<file path="src/rtl/axi_wr_pkg.sv">
// Shared codes and state type for the banked AXI4 write slave.
// Holds BRESP and AWBURST encodings plus the legal-WRAP-length check.
package axi_wr_pkg;

    localparam logic [1:0] RESP_OKAY   = 2'b00;
    localparam logic [1:0] RESP_SLVERR = 2'b10;
    localparam logic [1:0] RESP_DECERR = 2'b11;

    localparam logic [1:0] BURST_FIXED = 2'b00;
    localparam logic [1:0] BURST_INCR  = 2'b01;
    localparam logic [1:0] BURST_WRAP  = 2'b10;

    typedef enum logic [1:0] {
        S_IDLE      = 2'd0,
        S_DATA      = 2'd1,
        S_WAIT_DONE = 2'd2,
        S_RESP      = 2'd3
    } wr_state_t;

    function automatic logic wrap_len_ok(input logic [7:0] len);
        return (len == 8'd1) || (len == 8'd3) || (len == 8'd7) || (len == 8'd15);
    endfunction

endpackage

</file>
<file path="src/rtl/axi_burst_addr_gen.sv">
// Per-beat address and beat counter for one AXI write burst.
// Loads the start address on the AW handshake and advances on each accepted beat.
module axi_burst_addr_gen
    import axi_wr_pkg::*;
#(
    parameter int ADDR_W = 11
) (
    input  logic              clk,
    input  logic              rst,
    input  logic              i_load,
    input  logic [ADDR_W-1:0] i_start_addr,
    input  logic [2:0]        i_size,
    input  logic [7:0]        i_len,
    input  logic [1:0]        i_burst,
    input  logic              i_advance,
    output logic [ADDR_W-1:0] o_addr,
    output logic [7:0]        o_count,
    output logic              o_last
);

    logic [ADDR_W-1:0] r_addr;
    logic [7:0]        r_count;
    logic [ADDR_W-1:0] w_inc;
    logic [ADDR_W-1:0] w_mask;
    logic [ADDR_W-1:0] w_next;

    always_comb begin
        w_inc  = ADDR_W'(1) << i_size;
        w_mask = ((ADDR_W'(i_len) + ADDR_W'(1)) << i_size) - ADDR_W'(1);
        w_next = r_addr + w_inc;
        case (i_burst)
            BURST_FIXED: w_next = r_addr;
            // WRAP keeps the aligned upper bits and wraps the low bits within the window
            BURST_WRAP:  w_next = (r_addr & ~w_mask) | ((r_addr + w_inc) & w_mask);
            default:     w_next = r_addr + w_inc;
        endcase
    end

    always_ff @(posedge clk) begin
        if (rst) begin
            r_addr  <= '0;
            r_count <= '0;
        end else if (i_load) begin
            r_addr  <= i_start_addr;
            r_count <= '0;
        end else if (i_advance) begin
            r_addr  <= w_next;
            r_count <= r_count + 8'd1;
        end
    end

    assign o_addr  = r_addr;
    assign o_count = r_count;
    assign o_last  = (r_count == i_len);

endmodule

</file>
<file path="src/rtl/axi_wr_slave_bank.sv">
// AXI4 write slave routing one burst at a time to one of N_TGT local write targets.
// state     | meaning: IDLE accept AW; DATA pass beats; WAIT_DONE await tgt_done; RESP hold B.
module axi_wr_slave_bank
    import axi_wr_pkg::*;
#(
    parameter int DATA_W  = 32,
    parameter int ADDR_W  = 11,
    parameter int ID_W    = 8,
    parameter int N_TGT   = 3,
    parameter int DONE_TO = 255
) (
    input  logic                clk,
    input  logic                rst,
    input  logic [ID_W-1:0]     AWID,
    input  logic [ADDR_W-1:0]   AWADDR,
    input  logic [7:0]          AWLEN,
    input  logic [2:0]          AWSIZE,
    input  logic [1:0]          AWBURST,
    input  logic [3:0]          AWREGION,
    input  logic                AWVALID,
    output logic                AWREADY,
    input  logic [DATA_W-1:0]   WDATA,
    input  logic [DATA_W/8-1:0] WSTRB,
    input  logic                WLAST,
    input  logic                WVALID,
    output logic                WREADY,
    output logic [ID_W-1:0]     BID,
    output logic [1:0]          BRESP,
    output logic                BVALID,
    input  logic                BREADY,
    output logic [N_TGT-1:0]    tgt_wr_vld,
    input  logic [N_TGT-1:0]    tgt_wr_rdy,
    output logic [ADDR_W-1:0]   tgt_wr_addr,
    output logic [DATA_W-1:0]   tgt_wr_data,
    output logic [DATA_W/8-1:0] tgt_wr_strb,
    output logic                tgt_wr_last,
    input  logic [N_TGT-1:0]    tgt_done,
    input  logic [N_TGT-1:0]    tgt_err,
    output logic                busy
);

    localparam int MAX_SIZE = $clog2(DATA_W / 8);
    localparam int TMR_W    = $clog2(DONE_TO + 1);

    wr_state_t         r_state;
    logic [ID_W-1:0]   r_id;
    logic [3:0]        r_sel;
    logic [2:0]        r_size;
    logic [7:0]        r_len;
    logic [1:0]        r_burst;
    logic              r_decerr;
    logic              r_slverr;
    logic              r_drain;
    logic [TMR_W-1:0]  r_timer;

    logic              w_run;
    logic              w_in_data;
    logic              w_aw_hs;
    logic              w_aw_decerr;
    logic              w_aw_slverr;
    logic              w_sel_rdy;
    logic              w_sel_done;
    logic              w_sel_err;
    logic [N_TGT-1:0]  w_vld;
    logic              w_beat;
    logic [ADDR_W-1:0] w_addr;
    logic [7:0]        w_count;
    logic              w_last;

    // Outputs are forced quiet while rst is high, not only after the reset edge
    assign w_run     = ~rst;
    assign w_in_data = (r_state == S_DATA) & w_run;
    assign AWREADY   = (r_state == S_IDLE) & w_run;
    assign w_aw_hs   = AWVALID & AWREADY;

    assign w_aw_decerr = (int'(AWREGION) >= N_TGT);
    assign w_aw_slverr = (int'(AWSIZE) > MAX_SIZE) || (AWBURST == 2'b11) ||
                         ((AWBURST == BURST_WRAP) && !wrap_len_ok(AWLEN));

    always_comb begin
        w_sel_rdy  = 1'b0;
        w_sel_done = 1'b0;
        w_sel_err  = 1'b0;
        w_vld      = '0;
        for (int i = 0; i < N_TGT; i++) begin
            if (r_sel == 4'(i)) begin
                w_sel_rdy  = tgt_wr_rdy[i];
                w_sel_done = tgt_done[i];
                w_sel_err  = tgt_err[i];
                w_vld[i]   = w_in_data & ~r_drain & WVALID;
            end
        end
    end

    assign WREADY = w_in_data & (r_drain | w_sel_rdy);
    assign w_beat = WVALID & WREADY;

    axi_burst_addr_gen #(
        .ADDR_W (ADDR_W)
    ) u_addr_gen (
        .clk          (clk),
        .rst          (rst),
        .i_load       (w_aw_hs),
        .i_start_addr (AWADDR),
        .i_size       (r_size),
        .i_len        (r_len),
        .i_burst      (r_burst),
        .i_advance    (w_beat),
        .o_addr       (w_addr),
        .o_count      (w_count),
        .o_last       (w_last)
    );

    assign tgt_wr_vld  = w_vld;
    assign tgt_wr_addr = w_run ? w_addr : '0;
    assign tgt_wr_data = WDATA;
    assign tgt_wr_strb = WSTRB;
    assign tgt_wr_last = w_in_data & ~r_drain & w_last;

    assign BVALID = (r_state == S_RESP) & w_run;
    assign BID    = BVALID ? r_id : '0;
    assign BRESP  = !BVALID ? RESP_OKAY   :
                    r_decerr ? RESP_DECERR :
                    r_slverr ? RESP_SLVERR : RESP_OKAY;
    assign busy   = (r_state != S_IDLE) & w_run;

    always_ff @(posedge clk) begin
        if (rst) begin
            r_state  <= S_IDLE;
            r_id     <= '0;
            r_sel    <= '0;
            r_size   <= '0;
            r_len    <= '0;
            r_burst  <= '0;
            r_decerr <= 1'b0;
            r_slverr <= 1'b0;
            r_drain  <= 1'b0;
            r_timer  <= '0;
        end else begin
            case (r_state)
                S_IDLE: begin
                    if (w_aw_hs) begin
                        r_id     <= AWID;
                        r_sel    <= AWREGION;
                        r_size   <= AWSIZE;
                        r_len    <= AWLEN;
                        r_burst  <= AWBURST;
                        r_decerr <= w_aw_decerr;
                        r_slverr <= w_aw_slverr;
                        r_drain  <= w_aw_decerr | w_aw_slverr;
                        r_timer  <= '0;
                        r_state  <= S_DATA;
                    end
                end
                S_DATA: begin
                    if (w_sel_err) r_slverr <= 1'b1;
                    if (w_beat) begin
                        if (WLAST != w_last) r_slverr <= 1'b1;
                        // A done pulse is only meaningful on the final beat; earlier ones are dropped
                        if (w_last) r_state <= (r_drain | w_sel_done) ? S_RESP : S_WAIT_DONE;
                    end
                end
                S_WAIT_DONE: begin
                    if (w_sel_err) r_slverr <= 1'b1;
                    r_timer <= r_timer + TMR_W'(1);
                    if (w_sel_done) begin
                        r_state <= S_RESP;
                    end else if (r_timer == TMR_W'(DONE_TO - 1)) begin
                        r_slverr <= 1'b1;
                        r_state  <= S_RESP;
                    end
                end
                S_RESP: begin
                    if (BREADY) r_state <= S_IDLE;
                end
                default: r_state <= S_IDLE;
            endcase
        end
    end

    logic w_unused;
    assign w_unused = ^w_count;

endmodule

</file>
<file path="config.mk">
export PLATFORM = sky130hd
export DESIGN_NAME = axi_wr_slave_bank
export DESIGN_NICKNAME = d
export VERILOG_FILES = /design/src/rtl/axi_wr_pkg.sv /design/src/rtl/axi_burst_addr_gen.sv /design/src/rtl/axi_wr_slave_bank.sv
export SDC_FILE = /design/constraint.sdc
export NUM_CORES = 1
export LEC_CHECK = 0
export BUFFER_PORTS_ARGS = -buffer_cell sky130_fd_sc_hd__buf_4
export CORE_UTILIZATION = 50
export DETAILED_ROUTE_END_ITERATION = 10
export HOLD_SLACK_MARGIN = 0.08
export PLACE_DENSITY_LB_ADDON = 0.3
export SLEW_MARGIN = 20
export SYNTH_ARGS = -nofsm -noshare
export SYNTH_HDL_FRONTEND = slang
export SYNTH_SLANG_ARGS = --single-unit
</file>
<file path="constraint.sdc">
create_clock -name clk -period 3.35 [get_ports clk]
set_input_delay 0.1675 -clock clk [delete_from_list [all_inputs] [get_ports clk]]
set_output_delay 0.1675 -clock clk [all_outputs]
set_load 0.01 [all_outputs]
</file>
### Word level (Yosys, flattened, before mapping)

Index checks and enable logic that the tools add are counted.

| word-level totals | value |
|---|---|
| bits in registers | 57 |

| cells by class | value |
|---|---|
| add/sub/neg operators | 5 |
| order comparisons | 2 |
| equal/unequal tests | 21 |
| shift-type cells | 2 |
| multiplexer cells | 37 |
| bitwise logic cells | 19 |
| reductions and logical operators | 20 |

Operators with widths:

| operator | number |
|---|---|
| $mux W11 | 3 |
| $and A11 B11 Y11 | 2 |
| $pmux W11 S2 | 1 |
| $mux W1 | 19 |
| $mux W2 | 9 |
| $add A8 B1 Y8 const B | 2 |
| $mux W8 | 2 |
| $pmux W8 S2 | 1 |
| $add A11 B11 Y11 | 1 |
| $not A11 Y11 | 1 |
| $or A11 B11 Y11 | 1 |
| $shl A1 B3 Y11 const A | 1 |
| $shl A11 B3 Y11 | 1 |
| $sub A11 B1 Y11 const B | 1 |
| $and A1 B1 Y1 | 10 |
| $eq A2 B2 Y1 const B | 5 |
| $add A8 B1 Y9 const B | 1 |
| $eq A8 B1 Y1 const B | 1 |
| $eq A8 B2 Y1 const B | 1 |
| $eq A8 B3 Y1 const B | 1 |
| $eq A8 B4 Y1 const B | 1 |
| $eq A8 B8 Y1 | 1 |
| $eq A8 B8 Y1 const B | 1 |
| $pmux W2 S4 | 1 |
| 22 further kinds | 38 |

### Longest topological paths before layout

| logic depth | value |
|---|---|
| word-level depth | 9 |
| depth in mapped cells | 16 |
| gate-level depth less buffers | 14 |

### Cells and area by module

From an unflattened synthesis, not the netlist that was laid out.

| unflattened totals | value |
|---|---|
| cell total of the unflattened synthesis | 626 |
| area total of the unflattened synthesis | 4,800.9 sq um |

Modules (own cells, without submodules):

| module | times used | cells each | area an instance (sq um) | sequential area each (sq um) |
|---|---|---|---|---|
| axi_burst_addr_gen | 1 | 332 | 2,528.7 | 380.4 |
| axi_wr_slave_bank | 1 | 294 | 2,272.2 | 760.7 |

### Worst setup path before layout

No wires, ideal clock.

| timing path | value |
|---|---|
| path kind | reg2reg |
| start point | register r_len[1] |
| end point | register with a tool-made name |
| setup time | 0.088 ns |
| data arrival time | 2.892 ns |
| data required time | 3.262 ns |
| path slack | 0.370 ns |
| stages on the path, launching flop included | 12 |
| buffers on the path | 1 |
| clock period less this slack | 2.980 ns |
| path through | dfxtp_1 ha_1 buf_2 nand3_2 a22o_1 a211oi_2 o21a_2 o21ai_1 or4b_1 mux2i_1 or3_1 a311oi_2 |

RTL lines:

| element | RTL line | source |
|---|---|---|
| from (decl) | axi_wr_slave_bank.sv:49 | `logic [7:0] r_len;` |
| from (signal assigned) | axi_wr_slave_bank.sv:133 | `r_len <= '0;` |
| from (signal assigned) | axi_wr_slave_bank.sv:146 | `r_len <= AWLEN;` |

==> results.md <==
* Outcome: complete, no violations
* Fmax at 314 MHz
* CP Launch Type: flip-flop
* Slew of the pin with the lowest slew margin at 0.719 ns
* # setup viols final at 0
* Switch Pwr at 1.21 mW
* Initial antenna violation count at 0
* Core Rows at 35
* Syn Inst Count at 619
* Insertion delay to the later sink of the worst-skew pair at 0.34 ns
* Max_cap viols at 0
* GRT Util Overall at 26.1%
* CP required at 3.60 ns
* Diode count at 0
* Synthesized area at 0.00470 mm²
* Reg clk slew, reported paths at 0.07 ns
* RD Place Congestion at 0.880
* Worst r2r path cells at 9
* First-pass GRT wire length at 20.8 mm
* Aggregate global routing overflow at 0
* Final std cells w/o fill at 792
* Top cells by area, synth: dfxtp_1, nand2_1, buf_4
* Via/cell ratio at 5.80
* Reg2Reg Setup Slack at 0.16 ns
* Chip width at 99.0 µm
* Register area at 0.00114 mm²
* Largest area contributor in the netlist: dfxtp_1
* Core area at 0.00915 mm²
* Arrival @ worst endpoint at 3.43 ns
* Num CTS Buffers at 9
* CTS tree: yes
* Largest net degree at the start of global routing at 60
* Synth Register Bits at 57
* Synth Net Count at 725
* Async set or reset register ratio after synthesis at 0%
* Most frequent CP cell: o21ai_1
* YS warnings at 0
* Largest delay share family, worst path: simple AND/OR/NAND/NOR gates
* Hold slack at 0.103 ns
* DIE AREA at 0.00979 mm²
* Pre-antenna DRT Iters at 5
* Crit path max-delay cell type: dfxtp_1
* Fillers at 804
* Clock root cell: clkbuf_8
* Worst Path Buf+Inv at 0
* Sequential share of the synthesized area at 24.3%
* Sw frac at 41.6%
* H-tree levels at 3
* Crit path time final at 3.19 ns
* R2r startpoint: r_len[2]
* Routed WL at 12.6 mm
* Final Hold Viols at 0
* Synthesis-to-finish area growth at 18.1%
* Nets at 782
* Post-Syn Area per Cell at 7.59 µm²
* DR DRC count at 0
* Clock net sink count at 57
* Postcts setup bufs at 0
* HPWL Detailed at 9.17 mm
* Drt first-iter violations at 210
* Crit end category: flip-flop
* Setup repair after global routing missed its margin: no
* Placed Cells at 752
* Area of the multi-input gates at 0.00306 mm²
* Clk pwr share at 22.8%
* Ys flop type: dfxtp_1
* WL per Instance at 16.0 µm
* Final ANT Viol Nets at 0
* P_int at 1.69 mW
* Post-synth EDFFs at 0
* Maximum vdd drop at 0.000335 V
* Unique masters post-synth at 78
* Pleak at 2.34 nW
* Fin crit share at 95.2%
* Die H at 99.0 µm
* Combinational Power Share at 45.4%
* Max-Slew Margin vs Limit at 52.0%
* Worst Skew at 0.0132 ns
* Post-synth top area share at 24.3%
* Layout cells sized above 1 at 20.6%
* Critical Path Fanout Max at 14
* Detailed-route via count at 4591
* Critical path depth in cells at 9
* Fin. max-slew vios at 0
* Final TNS setup at 0 ns
* Worst Hold Class: in2reg
* I/O pin count at 152
* Input/output buffers at 79
* WS Path Type: reg2reg
* Vias in the first global route at 4360
* CP startpoint: r_len[2]
* Delay of the slowest cell on the worst path at 0.63 ns
* Worst-case clock buffer depth at 2
* Power Density at 523 mW/mm²
* Seq pwr share at 31.8%
* Critical Path, Cell by Cell: and3_1 -> o32ai_1 -> a211o_2 -> o21ai_1 -> o21ai_1 -> or4b_1 -> mux2i_1 -> or3_1 -> a311oi_2
* Starting Density at 51.3%
==> metrics by stage <==
stage                     cell area [µm²]  total power, mW  utilization, %  setup slack [ns]
after detailed placement             5110             2.20            55.8            0.0472
final                                5550             2.90            60.6             0.162
after global placement               5110             2.18            55.8             0.112
after CTS                            5540             2.89            60.6           0.00756
after floorplan                      4700             1.88               -             0.370
after global routing                 5550             3.09            60.6            0.0145
==> worst min-delay path, delay by kind of cell <==
| kind | cells | cell delay [ns] |
|---|---|---|
| AOI/OAI and AO/OA | 1 | 0.05 |
| buffers and inverters | 1 | 0.12 |
| and+or+nand+nor | 1 | 0.05 |
==> cells in the mapped netlist (all sizes together), types with 3 or more instances <==
master / count
nand2: 83
buf: 57
dfxtp: 57
nor2: 52
a21oi: 40
o21ai: 31
nand3b: 23
nor2b: 20
xor2: 20
ha: 18
clkbuf: 17
nand3: 17
a211oi: 15
mux2i: 14
inv: 12
and2: 11
nor3: 11
xnor2: 11
nand2b: 10
o31ai: 9
nor3b: 6
o21a: 6
a21o: 5
nand4: 5
nor4: 5
or3: 5
and3: 4
and4: 4
o211ai: 4
o32ai: 4
a211o: 3
a311oi: 3
o21bai: 3
or2: 3
==> power groups by stage <==
stage | Clock (mW) | Combinational [mW] | Sequential (mW)
after floorplan | 0 | 1.02 | 0.855
after global placement | 0 | 1.25 | 0.926
after detailed placement | 0 | 1.27 | 0.931
after CTS | 0.670 | 1.30 | 0.917
after global routing | 0.699 | 1.45 | 0.942
final | 0.660 | 1.32 | 0.923
==> worst min-delay path by stage <==
stage,startpoint,to,slack [ns],cells past startpoint
final,AWBURST[1],r_burst[1],0.10,3
after global routing,AWBURST[1],r_burst[1],0.09,3
after CTS,AWBURST[1],r_burst[1],0.09,3
after detailed placement,WDATA[16],tgt_wr_data[16],0.34,0
after global placement,WDATA[16],tgt_wr_data[16],0.34,0
after floorplan,AWID[0],r_id[0],0.27,2
==> metal layers <==
metal  GRT usage (%)  wire length [µm]  up-vias
met5               0                 0        -
met2            44.6              6070      144
met1            33.0              5740     2148
li1                -                 -     2261
met3            4.33               586       38
met4            9.41               249        0
==> area by class of cell <==
cell class / instances / share of cell area (%)
Inverter: 13 / 0.879
Multi-Input combinational cell: 475 / 55.2
Clock inverter: 6 / 1.20
Timing Repair Buffer: 120 / 17.3
Sequential cell: 57 / 20.6
Clock buffer: 10 / 2.30
Tap cell: 111 / 2.50
==> cell usage in the layout, fill, tap and decap left out, types with 11 or more instances in the layout <==
| master | count |
|---|---|
| o21ai_0 | 25 |
| a21oi_1 | 39 |
| nor2_1 | 51 |
| nand2_1 | 83 |
| nand3_1 | 16 |
| mux2i_1 | 14 |
| a211oi_1 | 14 |
| dfxtp_1 | 55 |
| dlygate4sd3_1 | 24 |
| ha_1 | 17 |
| nand3b_1 | 23 |
| nor3_1 | 11 |
| buf_4 | 96 |
| nor2b_1 | 20 |
| xnor2_1 | 11 |
| inv_1 | 12 |
| xor2_1 | 20 |
==> cell families (layout without fill, tap and decap cells) <==
group / count (synthesis) / after routing / synth area share (%)
simple gates: 266 / 266 / 29.5
xor+xnor: 31 / 31 / 5.78
buf+inv: 87 / 149 / 10.6
compound gates: 144 / 144 / 21.4
flops: 57 / 57 / 24.3
mux: 15 / 15 / 3.22
fa+ha+maj: 19 / 19 / 5.22
==> repair_timing <==
action	4_1_cts	5_1_grt
resized for setup	0	4
endpoints found under the setup margin	0	4
hold endpoints to repair	24	0
hold buffers	24	0
Power figures use the tool's default switching activity.
